==> config.mk <==
export PLATFORM = sky130hd
export DESIGN_NAME = lcd_cmd_seq
export DESIGN_NICKNAME = d
export VERILOG_FILES = /design/src/rtl/lcd_cmd_seq.sv
export SDC_FILE = /design/constraint.sdc
export NUM_CORES = 1
export LEC_CHECK = 0
export CAP_MARGIN = 20
export CELL_PAD_IN_SITES_DETAIL_PLACEMENT = 1
export CELL_PAD_IN_SITES_GLOBAL_PLACEMENT = 1
export CORE_MARGIN = 8
export CORE_UTILIZATION = 38
export DETAILED_ROUTE_END_ITERATION = 12
export MAX_ROUTING_LAYER = met4
export PLACE_DENSITY_LB_ADDON = 0.1
export SKIP_LAST_GASP = 1
export SLEW_MARGIN = 25
export SYNTH_ARGS = -nofsm -noshare
export SYNTH_HDL_FRONTEND = slang
export SYNTH_SLANG_ARGS = --single-unit
==> constraint.sdc <==
create_clock -name clk -period 2.9 [get_ports clk]
set_input_delay 0.725 -clock clk [delete_from_list [all_inputs] [get_ports clk]]
set_output_delay 0.725 -clock clk [all_outputs]
set_load 0.05 [all_outputs]
==> src/rtl/lcd_cmd_seq.sv <==
// lcd_cmd_seq: upstream sequencer for the 12x9 LCD controller.
// Queues host commands in a small FIFO and buffers one full image.
// A command is issued only while the controller is idle. Load Data (cmd 0)
// streams the whole image on consecutive cycles.
// Optional feature macro: LCD_SEQ_TIMEOUT_EN adds a sticky busy watchdog
// (timeout_err); without it timeout_err is tied low.
module lcd_cmd_seq #(
    parameter int CMD_DEPTH   = 4,
    parameter int IMG_SIZE    = 108,
    parameter int TIMEOUT_CYC = 256
) (
    input  logic       clk,
    input  logic       reset,
    input  logic [2:0] host_cmd,
    input  logic       host_valid,
    output logic       host_ready,
    input  logic [7:0] pix_in,
    input  logic       pix_valid,
    output logic       pix_ready,
    input  logic       busy,
    output logic [2:0] cmd,
    output logic       cmd_valid,
    output logic [7:0] datain,
    output logic       seq_idle,
    output logic       timeout_err
);

    localparam int         PW       = $clog2(CMD_DEPTH);
    localparam logic [PW:0] DEPTH_C = (PW + 1)'(CMD_DEPTH);
    localparam logic [6:0] IMG_FULL = 7'(IMG_SIZE);
    localparam logic [6:0] IMG_LAST = 7'(IMG_SIZE - 1);

    // Reject parameter values the pointer and counter widths cannot represent.
    if (CMD_DEPTH < 2 || (CMD_DEPTH & (CMD_DEPTH - 1)) != 0 || IMG_SIZE < 1 ||
        IMG_SIZE > 127 || TIMEOUT_CYC < 1) begin : g_param_check
        $error("lcd_cmd_seq: unsupported parameter value");
    end

    typedef enum logic [1:0] {
        IDLE,
        ISSUE,
        STREAM,
        DRAIN
    } state_t;

    state_t        state;
    state_t        state_nxt;

    logic [2:0]    fifo_mem [CMD_DEPTH];
    logic [PW-1:0] wr_ptr;
    logic [PW-1:0] rd_ptr;
    logic [PW:0]   fifo_cnt;
    logic [2:0]    head;
    logic          fifo_empty;
    logic          push;
    logic          launch;

    logic [7:0]    pix_buf [IMG_SIZE];
    logic [6:0]    pix_cnt;
    logic [6:0]    strm_idx;
    logic          img_full;
    logic          pix_wr;
    logic          strm_last;
    logic          timeout_hit;

    assign fifo_empty = (fifo_cnt == '0);
    assign host_ready = (fifo_cnt < DEPTH_C);
    assign head       = fifo_mem[rd_ptr];
    assign push       = host_valid && host_ready;

    assign img_full   = (pix_cnt == IMG_FULL);
    assign pix_ready  = (pix_cnt < IMG_FULL) && (state != ISSUE) && (state != STREAM);
    assign pix_wr     = pix_valid && pix_ready;
    assign strm_last  = (strm_idx == IMG_LAST);

    // A Load head waits for a complete image and blocks everything behind it.
    assign launch     = (state == IDLE) && !fifo_empty && !busy &&
                        ((head != 3'd0) || img_full);

    assign seq_idle   = (state == IDLE) && fifo_empty;

    // Next-state logic; the watchdog overrides every other transition.
    always_comb begin
        // NOTE: state_nxt gets a default before the case so no path leaves it unassigned (no latch).
        state_nxt = state;
        unique case (state)
            IDLE:    if (launch) state_nxt = ISSUE;
            ISSUE:   state_nxt = (cmd == 3'd0) ? STREAM : DRAIN;
            STREAM:  if (strm_last) state_nxt = DRAIN;
            DRAIN:   if (!busy) state_nxt = IDLE;
            default: state_nxt = IDLE;
        endcase
        if (timeout_hit) state_nxt = IDLE;
    end

    // State register.
    always_ff @(posedge clk or negedge reset) begin
        // NOTE: registers use non-blocking assignments so every flop samples pre-edge values.
        if (!reset) state <= IDLE;
        else        state <= state_nxt;
    end

    // Command FIFO pointers and occupancy; simultaneous push and pop keeps the count.
    always_ff @(posedge clk or negedge reset) begin
        if (!reset) begin
            wr_ptr   <= '0;
            rd_ptr   <= '0;
            fifo_cnt <= '0;
        end else begin
            if (push)   wr_ptr <= wr_ptr + 1'b1;
            if (launch) rd_ptr <= rd_ptr + 1'b1;
            if (push && !launch)      fifo_cnt <= fifo_cnt + 1'b1;
            else if (launch && !push) fifo_cnt <= fifo_cnt - 1'b1;
        end
    end

    // Command FIFO storage.
    always_ff @(posedge clk) begin
        // NOTE: storage arrays are not reset; the pointers and counts decide what is valid.
        if (push) fifo_mem[wr_ptr] <= host_cmd;
    end

    // Pixel buffer storage, written in raster order at pix_cnt.
    always_ff @(posedge clk) begin
        if (pix_wr) pix_buf[pix_cnt] <= pix_in;
    end

    // Pixel write index; cleared once an image has been streamed or on a watchdog abort.
    always_ff @(posedge clk or negedge reset) begin
        if (!reset)                                     pix_cnt <= '0;
        else if (timeout_hit || (state == STREAM && strm_last)) pix_cnt <= '0;
        else if (pix_wr)                                pix_cnt <= pix_cnt + 7'd1;
    end

    // Registered controller outputs: command pulse, command hold, streamed pixel.
    always_ff @(posedge clk or negedge reset) begin
        if (!reset) begin
            cmd       <= 3'd0;
            cmd_valid <= 1'b0;
            datain    <= 8'd0;
            strm_idx  <= 7'd0;
        end else begin
            cmd_valid <= launch;
            if (launch) cmd <= head;
            if (state == ISSUE && cmd == 3'd0) begin
                datain   <= pix_buf[0];
                strm_idx <= 7'd0;
            end else if (state == STREAM && !strm_last) begin
                datain   <= pix_buf[strm_idx + 7'd1];
                strm_idx <= strm_idx + 7'd1;
            end
        end
    end

`ifdef LCD_SEQ_TIMEOUT_EN
    localparam int TW = $clog2(TIMEOUT_CYC + 1);

    logic [TW-1:0] wd_cnt;
    logic          wd_run;
    logic          wd_err;

    assign wd_run      = ((state == STREAM) || (state == DRAIN)) && busy;
    assign timeout_hit = wd_run && (wd_cnt == TW'(TIMEOUT_CYC - 1));
    assign timeout_err = wd_err;

    // Busy watchdog: counts busy cycles since the last issue; the error flag is sticky.
    always_ff @(posedge clk or negedge reset) begin
        if (!reset) begin
            wd_cnt <= '0;
            wd_err <= 1'b0;
        end else begin
            if (launch)      wd_cnt <= '0;
            else if (wd_run) wd_cnt <= wd_cnt + 1'b1;
            if (timeout_hit) wd_err <= 1'b1;
        end
    end
`else
    assign timeout_hit = 1'b0;
    assign timeout_err = 1'b0;
`endif

endmodule
==> results.cfg <==
[timing]
skew_ps = 21.5
fin_ws_ps = -49.8
timing.final.setup_violations = 1
drv_slew = 0
max_freq_ghz = 0.339
min_tclk_post_route_ps = 2950
unrepaired_setup_endpoints_after_global_routing = yes
tightest_slew_ps = 767
min_period_over_period_pct = 102
holdWs_ps = 94.5
final_hold_viol_count = 0
setup-tns-final_ps = -49.8
slew_headroom_pct = 48.5

[synthesis]
synthesis.nets = 1852
ys_seq_elements = 911
synthDistinctLibCells = 53
synth-edff-count = 876
ys_async_sr_fraction_pct = 3.84
dominantRegCellSynth = sky130_fd_sc_hd__edfxtp_1
synth_fa_ha_area_share_pct = 0.507
synth_area_per_cell_um2 = 19.8
synth.mux.area_fraction_pct = 15.2
area_share_of_xor_xnor_cells_in_the_synthesized_design_pct = 0.601
sequential_to_total_area_share_from_yosys_stat_pct = 75.5
netlist_instances = 1822
synth-warning-count = 0
mappedNetlistArea_um2 = 36000
largest_family_of_logic_cells_by_synthesized_area = multiplexers
synth_simple_gate_area_share_pct = 4.37
synth-compound-area-share_pct = 2.33

[power_and_ir_drop]
switchingPower_mw = 15.5
peakVddDrop_uv = 537
seqPwrFrac_pct = 33.0
switching_share_pct = 33.4
power.density_cell_area_nw_per_um2 = 1050
internal_power_mw = 30.9
power_leakage_nw = 14.4
power.clock.fraction_pct = 26.4
combinational_power_share_pct = 40.7

[cts]
cts-buffers-inserted = 99
cts_htree_levels = 3
clock_tree.root_cell = sky130_fd_sc_hd__clkbuf_16
cts.clk_slew.worst_paths_ps = 60
tritoncts = built
cts_max_path_buffers = 3
postCtsHoldBufs = 0
cts.sink_count = 911
clk-insertion-delay-late_ps = 670

[drt]
num_vias = 18506
firstDrtPassIters = 5
postRouteAntennaNets = 0
drtIter0Drc = 1458
post_drt_wl_per_cell_um = 27.8
finalWirelength_um = 96700
detail_route.vias_per_cell = 5.32
number_of_remaining_drc_errors = 0

[worst_setup_path]
critical_path_startpoint_category = register
critical_path_required_ps = 3430
crit_arrival_ps = 3480
worst_setup_path_end_kind = register
r2r_slack_ps = -50
worst-path-max-fanout = 7
crit_type = register to register

[place]
dp.final_hpwl_um = 61100
total_placed_cells_including_tap_cells = 3212
place_area_um2 = 39800
routability_congestion = 0.851
port_buffers = 30

[grt]
antenna_violations_before_repair = 4
grt_start_max_net_pins = 66
global_route_usage_over_all_layers_pct = 18.8
vias_in_the_first_global_route = 19625
grt_pass1_wl_um = 139000
globalRouteOverflowTotal = 0

[die]
pin_count = 32
cell_rows = 113
start_util_pct = 38.1
height_of_the_die_um = 324
core_um2 = 94400
dieWidth_um = 324
fp.dieArea_um2 = 105000

[layout]
syn_to_final_growth_pct = 22.9
multi_input_area_um2 = 8970
sequential_standard_cell_area_um2 = 27200
summed_area_of_non_filler_cells_in_the_final_layout_um2 = 44300
finalCoreUtilization_pct = 46.9
count_of_filler_cells_inserted_in_the_layout = 8855
post_layout_nonfiller_instances = 3479
final_layout_size_suffix_gt1_share_pct = 34.8
final_net_count = 2161

[outcome]
violations = negative setup slack
status = complete, but fails checks

[worst_hold_path]
worst_hold_check_path_type = input port to asynchronous set/reset pin

[run]
timing.max_cap.violations = 0
[Yosys cell counts, drive strengths merged, types with 21 or more instances]
| master | count | share of area (%) |
|---|---|---|
| mux4 | 225 | 14 |
| edfxtp | 876 | 73 |
| clkbuf | 45 | 0.47 |
| nand2 | 146 | 1.5 |
| nand3 | 31 | 0.46 |
| a21oi | 28 | 0.39 |
| buf | 58 | 0.94 |
| mux2i | 35 | 0.97 |
| a31oi | 25 | 0.43 |
| dfrtp | 35 | 2.4 |
| a32oi | 21 | 0.51 |
| nor2 | 140 | 1.5 |
[critical path: stages, from the launching register on]
cell	delay [ps]
sky130_fd_sc_hd__dfrtp_4	520
sky130_fd_sc_hd__ha_4	320
sky130_fd_sc_hd__buf_6	110
sky130_fd_sc_hd__buf_12	110
sky130_fd_sc_hd__buf_8	120
sky130_fd_sc_hd__mux4_2	340
sky130_fd_sc_hd__mux4_2	540
sky130_fd_sc_hd__nor2_2	150
sky130_fd_sc_hd__a21oi_2	50
sky130_fd_sc_hd__a311oi_2	290
sky130_fd_sc_hd__buf_4	160
sky130_fd_sc_hd__o21ai_0	70
[sequential cells by signal, indices dropped and copies added, names as in the netlist, 3 cells and up]
signal    cells
pix_buf     864
fifo_mem     12
datain        8
pix_cnt       7
strm_idx      7
cmd           3
fifo_cnt      3
[power groups by stage]
stage                     combinational, mW  sequential [mW]  clock (mW)
after floorplan                        9.49             15.6           0
after global placement                 16.2             15.5           0
after detailed placement               16.2             15.5           0
after CTS                              17.0             15.3        12.6
after global routing                   20.0             15.3        13.0
final                                  18.9             15.3        12.2
[cell families (layout without fill, tap and decap cells)]
| family | count (synthesis) | in the layout |
|---|---|---|
| xor gates and xnor gates | 23 | 23 |
| muxes | 265 | 265 |
| other | 1 | 2 |
| DFF | 911 | 911 |
| buffers and inverters | 114 | 505 |
| and+or+nand+nor | 370 | 370 |
| AOI/OAI and AO/OA | 124 | 124 |
| adders and majority gates | 14 | 14 |
[layout make-up]
class / instances / share of cell area (%)
Timing Repair Buffer: 311 / 7.54
Antenna cell: 1 / 0.00565
Tap cell: 1265 / 3.58
Multi-Input combinational cell: 797 / 20.3
Clock inverter: 54 / 1.15
Clock buffer: 129 / 5.97
Inverter: 11 / 0.0933
Sequential cell: 911 / 61.4
[stage by stage]
stage               setup WS, ps  power (mW)
floorplan                  -58.2        25.1
detailed placement          -305        31.8
CTS                         -156        44.8
global placement            -242        31.7
finish                     -49.8        46.4
global route               -72.7        48.3
[worst paths after layout]
kind	from	to	depth (start not counted)
worst max-delay path	strm_idx[0]	datain[7]	11
worst min-delay path	reset	rd_ptr[1]	1
worst max register to register	strm_idx[0]	datain[7]	11
worst min register to register	cmd[2]	cmd[2]	1
max in group asynchronous	reset	datain[3]	2
min in group clk	pix_in[7]	pix_buf[16][7]	1
[metal layers]
layer | vias to the layer above | routed length, um | track usage, % | part of all wire [%]
li1 | 8048 | - | - | -
met1 | 9905 | 43300 | 25.4 | 45
met2 | 399 | 46400 | 29.4 | 48
met5 | - | 0 | - | 0
met3 | 154 | 4300 | 3.32 | 4.4
met4 | 0 | 2750 | 5.30 | 2.8
[placed cells by master, fill, tap and decap left out, types with 6 or more instances in the layout]
master / n
sky130_fd_sc_hd__inv_1: 11
sky130_fd_sc_hd__nor2_4: 41
sky130_fd_sc_hd__buf_16: 11
sky130_fd_sc_hd__a32oi_1: 15
sky130_fd_sc_hd__a32oi_2: 6
sky130_fd_sc_hd__nor2_2: 12
sky130_fd_sc_hd__a31oi_2: 9
sky130_fd_sc_hd__nand3_1: 26
sky130_fd_sc_hd__nand2_1: 144
sky130_fd_sc_hd__bufinv_16: 7
sky130_fd_sc_hd__buf_12: 43
sky130_fd_sc_hd__a31oi_1: 16
sky130_fd_sc_hd__clkdlybuf4s50_1: 15
sky130_fd_sc_hd__and3_1: 9
sky130_fd_sc_hd__nor3_1: 10
sky130_fd_sc_hd__o21ai_0: 17
sky130_fd_sc_hd__ha_1: 10
sky130_fd_sc_hd__nor2_1: 87
sky130_fd_sc_hd__o211ai_1: 8
sky130_fd_sc_hd__buf_6: 10
sky130_fd_sc_hd__clkbuf_1: 26
sky130_fd_sc_hd__clkbuf_16: 106
sky130_fd_sc_hd__buf_4: 216
sky130_fd_sc_hd__edfxtp_1: 876
sky130_fd_sc_hd__nor2b_1: 9
sky130_fd_sc_hd__mux2i_1: 30
sky130_fd_sc_hd__mux4_2: 225
sky130_fd_sc_hd__and2_1: 8
sky130_fd_sc_hd__xnor2_1: 11
sky130_fd_sc_hd__xor2_1: 6
sky130_fd_sc_hd__dfrtp_1: 33
sky130_fd_sc_hd__clkinv_1: 21
sky130_fd_sc_hd__clkinv_2: 18
sky130_fd_sc_hd__a21oi_1: 23
[timing repair]
item                                    4_1_cts  5_1_grt
pin swaps                                     4       17
resized for setup                            23       70
endpoints found under the setup margin       10       14
hold endpoints to repair                      0        0
cloned                                        2        7
setup buffers                                19       57
(Power assumes the default switching activity.)
